[src/rtl/alu_pkg.sv]
// alu_pkg: shared constants for the RV32I execute-stage ALU.
//   - Op codes in {funct7[5], funct3} form.
//   - Bit positions of the status flags.
// Optional feature macro: ALU_SHIFT_EN (SLL/SLT/SLTU/SRL/SRA).
// The op-code constants exist in both builds. Only the ALU decides
// whether an encoding is supported.
package alu_pkg;

    localparam int DATA_W = 32;
    localparam int OP_W   = 4;
    localparam int ST_W   = 5;

    localparam logic [OP_W-1:0] ALU_ADD  = 4'b0000;
    localparam logic [OP_W-1:0] ALU_SUB  = 4'b1000;
    localparam logic [OP_W-1:0] ALU_XOR  = 4'b0100;
    localparam logic [OP_W-1:0] ALU_OR   = 4'b0110;
    localparam logic [OP_W-1:0] ALU_AND  = 4'b0111;
    localparam logic [OP_W-1:0] ALU_SLL  = 4'b0001;
    localparam logic [OP_W-1:0] ALU_SLT  = 4'b0010;
    localparam logic [OP_W-1:0] ALU_SLTU = 4'b0011;
    localparam logic [OP_W-1:0] ALU_SRL  = 4'b0101;
    localparam logic [OP_W-1:0] ALU_SRA  = 4'b1101;

    localparam int ST_Z   = 0;
    localparam int ST_N   = 1;
    localparam int ST_C   = 2;
    localparam int ST_V   = 3;
    localparam int ST_ILL = 4;

endpackage

[src/rtl/alu_if.sv]
// alu_if: operand/result bundle between operand selection and the ALU.
//   A, B    : operands (B[4:0] is the shift amount)
//   op      : operation select {funct7[5], funct3}
//   result  : registered result
//   status  : registered flags {ILL, V, C, N, Z}
// Modports:
//   master : the side that drives operands
//   slave  : the ALU
// Optional feature macro: ALU_SHIFT_EN. It does not change this interface.
interface alu_if;
    import alu_pkg::*;

    logic [DATA_W-1:0] A;
    logic [DATA_W-1:0] B;
    logic [OP_W-1:0]   op;
    logic [DATA_W-1:0] result;
    logic [ST_W-1:0]   status;

    modport master (output A, output B, output op, input result, input status);
    modport slave  (input A, input B, input op, output result, output status);
endinterface

[src/rtl/alu_addsub.sv]
// alu_addsub: shared 33-bit adder for the ALU.
//   a_i, b_i : operands
//   sub_i    : 1 -> a + ~b + 1, 0 -> a + b
//   sum_o    : low 32 bits of the sum
//   c_o      : carry-out of bit 31 (for SUB, 1 means no borrow)
//   v_o      : signed overflow of the selected operation
// Optional feature macro: ALU_SHIFT_EN. The compare ops then reuse this
// adder, and this module is the same in both builds.
module alu_addsub
    import alu_pkg::*;
(
    input  logic [DATA_W-1:0] a_i,
    input  logic [DATA_W-1:0] b_i,
    input  logic              sub_i,
    output logic [DATA_W-1:0] sum_o,
    output logic              c_o,
    output logic              v_o
);

    logic [DATA_W-1:0] b_eff;
    logic [DATA_W:0]   sum_ext;

    assign b_eff   = b_i ^ {DATA_W{sub_i}};
    assign sum_ext = {1'b0, a_i} + {1'b0, b_eff} + {{DATA_W{1'b0}}, sub_i};
    assign sum_o   = sum_ext[DATA_W-1:0];
    assign c_o     = sum_ext[DATA_W];
    // Overflow is checked on the operands actually added. For SUB, the
    // inverted B gives "signs differ and the result sign differs from A".
    assign v_o     = (a_i[DATA_W-1] == b_eff[DATA_W-1]) &&
                     (sum_o[DATA_W-1] != a_i[DATA_W-1]);

endmodule

[src/rtl/alu.sv]
// alu: registered 32-bit RV32I integer ALU.
// Ports:
//   clk : system clock; all state updates on its rising edge
//   rst : synchronous reset, active-high; clears result and status
//   bus : alu_if.slave (A, B, op in; result, status out)
// Latency is one cycle. A new operation is accepted every cycle.
// Optional feature macro: ALU_SHIFT_EN. It enables SLL, SLT, SLTU, SRL
// and SRA. Without it, those encodings are reported as illegal.
module alu
    import alu_pkg::*;
(
    input  logic  clk,
    input  logic  rst,
    alu_if.slave  bus
);

    logic [DATA_W-1:0] sum;
    logic              add_c;
    logic              add_v;
    logic              use_sub;

    logic [DATA_W-1:0] result_d, result_q;
    logic [ST_W-1:0]   status_d, status_q;
    logic              c_d, v_d, ill_d;

`ifdef ALU_SHIFT_EN
    // SLT and SLTU compare by running A - B through the shared adder.
    assign use_sub = (bus.op == ALU_SUB) || (bus.op == ALU_SLT) ||
                     (bus.op == ALU_SLTU);
`else
    assign use_sub = (bus.op == ALU_SUB);
`endif

    alu_addsub u_addsub (
        .a_i   (bus.A),
        .b_i   (bus.B),
        .sub_i (use_sub),
        .sum_o (sum),
        .c_o   (add_c),
        .v_o   (add_v)
    );

    always_comb begin
        result_d = '0;
        c_d      = 1'b0;
        v_d      = 1'b0;
        ill_d    = 1'b0;
        case (bus.op)
            ALU_ADD, ALU_SUB: begin
                result_d = sum;
                c_d      = add_c;
                v_d      = add_v;
            end
            ALU_XOR: result_d = bus.A ^ bus.B;
            ALU_OR:  result_d = bus.A | bus.B;
            ALU_AND: result_d = bus.A & bus.B;
`ifdef ALU_SHIFT_EN
            ALU_SLL:  result_d = bus.A << bus.B[4:0];
            ALU_SRL:  result_d = bus.A >> bus.B[4:0];
            ALU_SRA:  result_d = $unsigned($signed(bus.A) >>> bus.B[4:0]);
            // For SLT, signed less-than is the sign of A-B, corrected for overflow.
            ALU_SLT:  result_d = {{(DATA_W-1){1'b0}}, sum[DATA_W-1] ^ add_v};
            // For SLTU, a missing carry out of A + ~B + 1 means a borrow, so A < B.
            ALU_SLTU: result_d = {{(DATA_W-1){1'b0}}, ~add_c};
`endif
            default: ill_d = 1'b1;
        endcase

        status_d         = '0;
        status_d[ST_Z]   = (result_d == '0);
        status_d[ST_N]   = result_d[DATA_W-1];
        status_d[ST_C]   = c_d;
        status_d[ST_V]   = v_d;
        status_d[ST_ILL] = ill_d;
    end

    always_ff @(posedge clk) begin
        if (rst) begin
            result_q <= '0;
            status_q <= '0;
        end else begin
            result_q <= result_d;
            status_q <= status_d;
        end
    end

    assign bus.result = result_q;
    assign bus.status = status_q;

endmodule

[src/flat_wrapper.sv]
// flat-port wrapper written by rule: the top's interface ports become plain ports
module alu_flat import alu_pkg::*;
  (clk, rst, bus_A, bus_B, bus_op, bus_result, bus_status);
  alu_if bus_i ();
  input  logic clk;
  input  logic rst;
  input wire logic [$bits(bus_i.A)-1:0] bus_A;
  input wire logic [$bits(bus_i.B)-1:0] bus_B;
  input wire logic [$bits(bus_i.op)-1:0] bus_op;
  output wire logic [$bits(bus_i.result)-1:0] bus_result;
  output wire logic [$bits(bus_i.status)-1:0] bus_status;
  assign bus_i.A = bus_A;
  assign bus_i.B = bus_B;
  assign bus_i.op = bus_op;
  assign bus_result = bus_i.result;
  assign bus_status = bus_i.status;
  alu u_core (.clk(clk), .rst(rst), .bus(bus_i));
endmodule
[config.mk]
export PLATFORM = sky130hd
export DESIGN_NAME = alu_flat
export DESIGN_NICKNAME = d
export VERILOG_FILES = /design/src/rtl/alu_pkg.sv /design/src/rtl/alu_if.sv /design/src/rtl/alu_addsub.sv /design/src/rtl/alu.sv /design/src/flat_wrapper.sv
export SDC_FILE = /design/constraint.sdc
export NUM_CORES = 1
export LEC_CHECK = 0
export BUFFER_PORTS_ARGS = -buffer_cell sky130_fd_sc_hd__clkbuf_2
export CAP_MARGIN = 5
export CELL_PAD_IN_SITES_DETAIL_PLACEMENT = 1
export CELL_PAD_IN_SITES_GLOBAL_PLACEMENT = 1
export CORE_MARGIN = 2
export CORE_UTILIZATION = 32
export DETAILED_ROUTE_END_ITERATION = 10
export PLACE_DENSITY_LB_ADDON = 0.12
export SKIP_LAST_GASP = 1
export SLEW_MARGIN = 20
export SYNTH_ARGS = -nofsm -noshare
export SYNTH_HDL_FRONTEND = slang
export SYNTH_SLANG_ARGS = --single-unit
[constraint.sdc]
create_clock -name clk -period 4.7 [get_ports clk]
set_input_delay 0.47 -clock clk [delete_from_list [all_inputs] [get_ports clk]]
set_output_delay 0.47 -clock clk [all_outputs]
set_load 0.05 [all_outputs]
==> results_dict.tcl, run 1 <==
set metrics [dict create \
    power.internal_w 0.000810 \
    dpl.hpwl_mm 14.2 \
    cp-start-kind "primary input" \
    ios 107 \
    worst-slew-pin-transition_ps 984 \
    crit_path_end_kind "register" \
    htreeDepth 2 \
    grt_pass1_vias 5284 \
    grt_max_degree 37 \
    drt_iter0_drc 155 \
    slew_viol_final 0 \
    wire_per_inst_um 19.0 \
    place.gp.congestion 0.865 \
    use_met1_pct 29.1 \
    rows 45 \
    diodes 0 \
    drtPass1Iterations 4 \
    finalHoldViolCount 0 \
    hp-start "bus_op[2]" \
    hold_path_class "in -> reg" \
    grtUsageMet2_pct 38.3 \
    p_sw_w 0.000578 \
    yosys_warnings 0 \
    async_reset_ff_share_pct 0 \
    fin_nets 900 \
    use_met3_pct 2.33 \
    critical_path_class "in -> reg" \
    p_leak_nw 2.89 \
    period_minus_slack_ps 4140 \
    synth_edf_count 0 \
    post-place-ws_ps 297 \
    viasPerCell 5.36 \
    vias 4924 \
    area_growth_pct 17.6 \
    grt_use_total_pct 21.9 \
    cts.sinks 36 \
    cts_hold_buf 0 \
    place_inst 911 \
    slew_headroom_pct 34.1 \
    dieArea_sq_mm 0.0165 \
    post-route-period-util_pct 88.2 \
    status "completed" \
    ir_worst_vdd_mv 0.133 \
    syn_inst 642 \
    finalWorstSetupSlack_ps 556 \
    antenna_left 0 \
    top_usage_layer "met2" \
    drive_gt1_share_pct 19.3 \
    ys_seq_elements 36 \
    die_h_um 129 \
    synthFlopType "dfxtp_1" \
    rsz0062_at_grt "false" \
    clock.fmax_mhz 241 \
    cts_inserted_buffers 5 \
    ctsResizeCount 0 \
    utilization_pct 38.5 \
    cap_violations 0 \
    comb_power_share_pct 46.8 \
    cts_root_buf "clkbuf_16" \
    synth_cell_type_count 67 \
    mappedNetlistArea_sq_mm 0.00497 \
    swShare_pct 41.7 \
    drc 0 \
    whs_ps 526 \
    cts.clk_slew.worst_paths_ps 60 \
    io_buffers 106 \
    cts_setup_buffers 0 \
    cp.required_ps 4910 \
    startpoint "bus_op[0]" \
    setup_viol 0 \
    grt_pass1_wl_mm 28.4 \
    synth_nets 812 \
    cts_tree "done" \
    drt-total-wl_mm 17.5 \
    synth.avg_cell_area_sq_um 7.74 \
    cts_buffer_depth 2 \
    overflow 0 \
    cp.arrival_ps 4350 \
    antenna_found_initial 0 \
    core_area_sq_mm 0.0152 \
    instances_no_fill 919 \
    worstPathMaxFanout 15 \
    start_util_pct 32.7 \
    die_width_um 129 \
    seq_power_share_pct 23.6 \
    clkPwrFrac_pct 29.6 \
    seq_area_frac_synth_pct 14.5 \
    setup_tns_ps 0 \
    powerDensity_mw_per_mm2 237 \
]
## cell type report
type / count / area [sq um]
fillers: 1909 / 9360
multi-input cells: 494 / 3830
flip-flops and latches: 36 / 721
repair buffers: 116 / 606
inverters: 77 / 289
well taps: 188 / 235
clock buffers: 5 / 125
clock inverters: 3 / 42.5
## worst max-delay path: stages
cell      delay [ps]
clkbuf_2         180
nor3_2           260
nand2_2          130
buf_4            240
xnor2_1          160
ha_1             440
nand4_1          220
or3b_1           440
o211ai_2         160
a221oi_2         180
a211oi_1         420
o21ai_1          190
xnor2_1          170
a21oi_1          260
o211ai_1         150
nor4_2           260
## cell usage after synthesis (8+ instances only)
cell / number / area share (%)
ha_1: 99 / 25
a21o_1: 13 / 2.0
nand2_1: 31 / 2.3
clkbuf_1: 24 / 1.8
xor2_1: 9 / 1.6
nand3_1: 8 / 0.81
o21ai_0: 31 / 3.1
nor2b_1: 10 / 1.3
inv_1: 77 / 5.8
a22oi_1: 24 / 3.6
nand4_1: 10 / 1.3
dfxtp_1: 36 / 14
a21oi_1: 50 / 5.0
nor2_1: 48 / 3.6
xnor2_1: 47 / 8.3
## final timing paths
path	endpoint	depth (start not counted)
setup / recovery	u_core.bus.status[0]	16
hold / removal	u_core.bus.status[4]	3
## power by group through the flow
stage	Combinational (W)	Sequential (W)	Clock, W
after CTS	0.000654	0.000328	0.000418
after detailed placement	0.000649	0.000335	0
after global placement	0.000638	0.000333	0
final	0.000649	0.000327	0.000412
after global routing	0.000720	0.000329	0.000430
after floorplan	0.000396	0.000392	0
## routing by layer
layer	vias up	wire length (um)
li1	2435	-
met1	2391	8390
met2	86	8350
met3	12	572
met4	0	172
met5	-	0
## registers in the layout, indices dropped and copies added, names as in the netlist
register / count
u_core.bus.status: 5
u_core.bus.result: 31
## stage by stage
step	power, W	cell area, sq um
5_1_grt	0.00148	5850
6_report	0.00139	5850
3_3_place_gp	0.000971	5680
2_1_floorplan	0.000788	4970
4_1_cts	0.00140	5850
3_5_place_dp	0.000983	5680
## cells by family after synthesis
family          share of synthesized area [%]
compound gates                           25.6
simple gates                             15.0
buf+inv                                  8.94
fa+ha+maj                                25.3
xor+xnor                                 10.2
flops                                    14.5
mux                                     0.403
## placed cells by master, fill, tap and decap left out, types with 4 or more instances in the layout
cell type	instances
a211oi_1	4
a21o_1	13
a21oi_1	50
a221oi_1	6
a22oi_1	24
a31oi_1	5
buf_4	10
clkbuf_16	5
clkbuf_2	106
dfxtp_1	36
ha_1	99
inv_1	77
nand2_1	30
nand3_1	8
nand4_1	10
nor2_1	48
nor2b_1	10
nor3_1	6
nor4_1	4
o211ai_1	5
o21a_1	6
o21ai_0	31
o21ai_1	5
o221ai_1	7
xnor2_1	47
xor2_1	9
Power figures use the tool's default switching activity.
==> run 2, diff against run 1 <==
ABC_AREA = 1   (was unset)
==> results_dict.tcl, run 2 <==
set metrics [dict create \
    status "completed" \
    crit_path_top_delay_cell "nand2_2" \
    drive_gt1_share_pct 15.6 \
    period_minus_slack_ps 3890 \
    synth_edf_count 0 \
    cts_setup_buffers 0 \
    post-place-ws_ps 516 \
    grt_pass1_wl_mm 32.5 \
    critical_path_class "in -> reg" \
    final_cell_mix "205 x nand2_1, 162 x inv_1, 107 x nor2_1" \
    cp-start-kind "primary input" \
    start_util_pct 32.5 \
    final_common_cell "nand2_1" \
    seq_power_share_pct 23.3 \
    setup_tns_ps 0 \
    drt_iter0_drc 309 \
    antenna_left 0 \
    swShare_pct 44.0 \
    yosys.cell_count.top_type "nand2_1" \
    antenna_found_initial 0 \
    synth_compound_area_share_pct 12.4 \
    overflow 0 \
    diodes 0 \
    largest_register_ffs 31 \
    grt_use_total_pct 22.8 \
    grt_max_degree 36 \
    netlist_top_cells_count "206 x nand2_1, 162 x inv_1, 108 x nor2_1" \
    crit_top_cell "nand2_1" \
    worst-slew-pin-transition_ps 921 \
    die_h_um 136 \
    cts.sinks 36 \
    powerDensity_mw_per_mm2 215 \
    setup_viol 0 \
    synth_top_family_by_area "simple AND/OR/NAND/NOR gates" \
    dpl.hpwl_mm 17.4 \
    rows 48 \
    cap_violations 0 \
    cts_hold_buf 0 \
    rsz0062_at_grt "false" \
    grt_pass1_vias 5980 \
    viasPerCell 4.93 \
    finalHoldViolCount 0 \
    area_growth_pct 16.1 \
    cts_buffer_depth 2 \
    clock.fmax_mhz 257 \
    finalWorstSetupSlack_ps 815 \
    drt-total-wl_mm 20.6 \
    max_stage_delay_ps 500 \
    synthFlopType "dfxtp_1" \
    synth_area_leader_cell "ha_1" \
    finish.instance_area_sq_mm 0.00651 \
    p_leak_nw 3.70 \
    synth_cell_type_count 42 \
    slew_headroom_pct 38.6 \
    synth_nets 1073 \
    path_cells "clkbuf_2 -> nor2_4 -> nand2_2 -> xor2_1 -> fa_1 -> inv_1 -> nand3_1 -> nand2_1 -> nand3_1 -> nand2_1 -> nand2_1 -> nand2_1 -> nand2_1 -> nand3_1 -> nand2_1 -> nor2_1 -> nand2_1 -> nor3_2 -> nand3_1 -> nor2_1" \
    place.gp.congestion 0.893 \
    drc 0 \
    netlist_top_cells_area "ha_1 22%, nand2_1 14%, dfxtp_1 13%" \
    comb_power_share_pct 48.2 \
    synth-simple-area-share_pct 34.3 \
    synthAdderAreaFrac_pct 22.4 \
    cp.required_ps 4930 \
    core_area_sq_mm 0.0172 \
    die_width_um 136 \
    cp.arrival_ps 4110 \
    cts_inserted_buffers 5 \
    fin_nets 1171 \
    ios 107 \
    synth.avg_cell_area_sq_um 6.21 \
    hold_path_class "in -> reg" \
    ys_seq_elements 36 \
    mappedNetlistArea_sq_mm 0.00561 \
    cts.clk_slew.worst_paths_ps 60 \
    vias 6043 \
    synth_top_area_share_pct 22.1 \
    worstPathMaxFanout 22 \
    dieArea_sq_mm 0.0186 \
    cts_tree "done" \
    io_buffers 106 \
    syn_inst 903 \
    cts_root_buf "clkbuf_16" \
    async_reset_ff_share_pct 0 \
    clkPwrFrac_pct 28.5 \
    place_area_sq_mm 0.00635 \
    ctsResizeCount 0 \
    synth_mux_area_share_pct 0 \
    post-route-period-util_pct 82.7 \
    slew_viol_final 0 \
    htreeDepth 2 \
    power.internal_w 0.000784 \
    crit_path_end_kind "register" \
    seq_area_frac_synth_pct 12.9 \
    yosys_warnings 0 \
    synth_xor_area_share_pct 4.84 \
    drtPass1Iterations 5 \
    p_sw_w 0.000616 \
    ir_worst_vdd_mv 0.113 \
    wire_per_inst_um 16.8 \
]
==> run 2: cell count changes in the layout (fill, tap and decap cells not counted), moves of 22 or more <==
| cell | previous run | this run |
|---|---|---|
| nand2_1 | 30 | 205 |
| inv_1 | 77 | 162 |
| nor2_1 | 48 | 107 |
| nand3_1 | 8 | 59 |
| xnor2_1 | 47 | 0 |
| a22oi_1 | 24 | 0 |
| xor2_1 | 9 | 31 |
==> run 2: final cells by class <==
type                       instances  area (sq um)
tap                              225           282
sequential                        36           721
timing repair buffer             108           546
multi-input combinational        677          4150
clock inverter                     2          35.0
clock buffer                       6           129
fill                            2377         10700
inverter                         173           649
==> run 2: per-stage QoR <==
step / total power [W] / instances / util [%] / hold WS (ps)
2_1_floorplan: 0.000794 / 903 / - / 597
3_3_place_gp: 0.000998 / 1219 / 36.8 / 794
3_5_place_dp: 0.00100 / 1219 / 36.8 / 801
4_1_cts: 0.00141 / 1227 / 37.8 / 494
5_1_grt: 0.00151 / 1227 / 37.8 / 528
6_report: 0.00140 / 1227 / 37.8 / 497
==> run 2: kinds of logic (layout without fill, tap and decap cells) <==
family | count (synthesis) | after routing
adder cells (fa/ha/maj) | 100 | 100
XOR/XNOR | 31 | 31
flip-flops | 36 | 36
AND/OR/NAND/NOR | 434 | 434
buffers and inverters | 190 | 289
AO/OA/AOI/OAI | 112 | 112
==> run 2: power groups by stage <==
stage                     sequential, W  combinational, W  clock [W]
after floorplan                0.000388          0.000406          0
after global placement         0.000332          0.000666          0
after detailed placement       0.000333          0.000671          0
after CTS                      0.000326          0.000675   0.000411
after global routing           0.000327          0.000760   0.000421
final                          0.000326          0.000675   0.000398
==> run 2: metal layers <==
layer	global-route usage (%)	vias to the layer above	routed length (um)	share of wire (%)
li1	-	3056	-	-
met1	35.2	2844	10800	53
met2	34.8	134	8630	42
met3	1.83	9	953	4.6
met4	3.24	0	159	0.77
met5	0	-	0	0
==> run 2: worst max-delay path, delay by kind of cell <==
family                   cells  cell delay [ps]
adder cells (fa/ha/maj)      1              470
XOR/XNOR                     1              340
AND/OR/NAND/NOR             16             2520
buffers and inverters        2              310
==> run 2: final timing paths <==
| check | start | endpoint | slack [ps] | depth (start not counted) |
|---|---|---|---|---|
| worst max-delay path | bus_op[0] | u_core.bus.status[0] | 810 | 20 |
| worst min-delay path | bus_A[31] | u_core.bus.status[3] | 500 | 3 |
==> run 3, diff against run 2 <==
clock period = 3.8 ns   (was 4.7 ns; I/O delays follow)
==> results_dict.tcl, run 3 (synthesis gave the netlist of run 2 again) <==
set metrics [dict create \
    vias 6003 \
    ctsResizeCount 0 \
    routed-wl-met2_mm 8.59 \
    power.internal_w 0.000944 \
    cap_violations 0 \
    setup_viol 0 \
    slew_headroom_pct 40.4 \
    crit_path_end_kind "register" \
    diodes 0 \
    place.gp.congestion 0.967 \
    swShare_pct 44.7 \
    top_layer "met4" \
    critical_path_class "in -> reg" \
    cts_setup_buffers 0 \
    fin_total_pwr_w 0.00171 \
    wl_met1_mm 11.1 \
    crit_path_top_delay_cell "ha_1" \
    io_buffers 106 \
    path_cells "clkbuf_2 -> nor2_4 -> nand2_2 -> buf_4 -> xor2_1 -> ha_1 -> nand2_1 -> nand2_1 -> a21oi_1 -> o21ai_0 -> a21oi_1 -> inv_1 -> o21ai_0 -> buf_4 -> nand2_1 -> nor2_1 -> nand4_1 -> nor2_1" \
    cts_tree "done" \
    whs_ps 401 \
    final_cell_mix "205 x nand2_1, 162 x inv_1, 107 x nor2_1" \
    setup_tns_ps 0 \
    dpl.hpwl_mm 17.7 \
    drive_gt1_share_pct 16.3 \
    grt_use_total_pct 22.8 \
    drc 0 \
    startpoint "bus_op[0]" \
    largest_register_ffs 31 \
    drt-total-wl_mm 20.8 \
    cp.arrival_ps 3570 \
    powerDensity_mw_per_mm2 260 \
    area_growth_pct 17.1 \
    seq_power_share_pct 23.6 \
    clkPwrFrac_pct 26.7 \
    grt_pass1_wl_mm 32.3 \
    antenna_left 0 \
    start_util_pct 32.5 \
    hold_path_class "in -> reg" \
    die_h_um 136 \
    core_area_sq_mm 0.0172 \
    p_sw_w 0.000763 \
    hp-start "bus_A[31]" \
    overflow 0 \
    crit_buf_inv 4 \
    grt_max_degree 36 \
    cts_buffer_depth 2 \
    rows 48 \
    drt_iter0_drc 340 \
    comb_power_share_pct 49.7 \
    rsz0062_at_grt "false" \
    htreeDepth 2 \
    clock.fmax_mhz 300 \
    cts_hold_buf 0 \
    dieArea_sq_mm 0.0186 \
    p_leak_nw 3.74 \
    period_minus_slack_ps 3330 \
    grt_pass1_vias 5949 \
    cts_root_buf "clkbuf_16" \
    cp.required_ps 4030 \
    ir_worst_vdd_mv 0.176 \
    fin_nets 1180 \
    slew_viol_final 0 \
    cp-start-kind "primary input" \
    path_delay_family "simple AND/OR/NAND/NOR gates" \
    crit_top_cell "nand2_1" \
    status "completed" \
    cts.sinks 36 \
    antenna_found_initial 0 \
    finalHoldViolCount 0 \
    worstPathMaxFanout 10 \
    cts.clk_slew.worst_paths_ps 60 \
    cts_inserted_buffers 5 \
    drtPass1Iterations 4 \
    max_stage_delay_ps 390 \
    worst-slew-pin-transition_ps 894 \
    hold-path-endpoint "u_core.bus.status[3]" \
    utilization_pct 38.1 \
    final_common_cell "nand2_1" \
    wire_per_inst_um 16.8 \
    die_width_um 136 \
    ios 107 \
    dr_wl_met3_um 872 \
    viasPerCell 4.86 \
    whs_path_depth 3 \
    post-route-period-util_pct 87.7 \
]
==> run 3: cell count changes in the layout (fill, tap and decap cells not counted) <==
cell	previous run	this run
buf_4	2	11
clkbuf_8	0	2
bufinv_16	1	0
clkbuf_1	1	0
clkinv_2	1	0
==> run 3: worst min-delay path, delay by kind of cell <==
kind	cells	cell delay [ps]
AO/OA/AOI/OAI	1	60
buffers and inverters	1	120
AND/OR/NAND/NOR	1	90
==> run 3: cell type report <==
cell class              count  area, sq um
inverters                 173          649
repair buffers            117          613
multi-input cells         677         4150
clock buffers               7          153
well taps                 225          282
flip-flops and latches     36          721
fillers                  2352        10700
==> run 3: metal layers <==
layer,track usage (%),up-vias
met5,0,-
met3,2.13,10
li1,-,3079
met4,3.18,0
met1,35.2,2794
met2,34.7,120
==> run 3: worst max path at each step <==
stage | endpoint | slack [ps] | depth (start not counted)
after floorplan | u_core.bus.status[0] | 990 | 17
final | u_core.bus.status[0] | 470 | 18
after global routing | u_core.bus.status[0] | 120 | 18
after CTS | u_core.bus.status[0] | 530 | 20
after detailed placement | u_core.bus.status[0] | 240 | 20
after global placement | u_core.bus.status[0] | 240 | 20
==> run 3: power by group through the flow <==
stage | clock, W | sequential (W) | combinational (W)
floorplan | 0 | 0.000480 | 0.000502
global placement | 0 | 0.000411 | 0.000835
detailed placement | 0 | 0.000412 | 0.000841
CTS | 0.000468 | 0.000404 | 0.000847
global route | 0.000476 | 0.000405 | 0.000953
finish | 0.000455 | 0.000403 | 0.000849
==> run 3: through the flow <==
stage	worst slack (ps)	cell area (sq um)	std cells
2_1_floorplan	992	5610	903
3_3_place_gp	244	6420	1228
3_5_place_dp	236	6420	1228
4_1_cts	525	6570	1235
5_1_grt	122	6570	1235
6_report	469	6570	1235
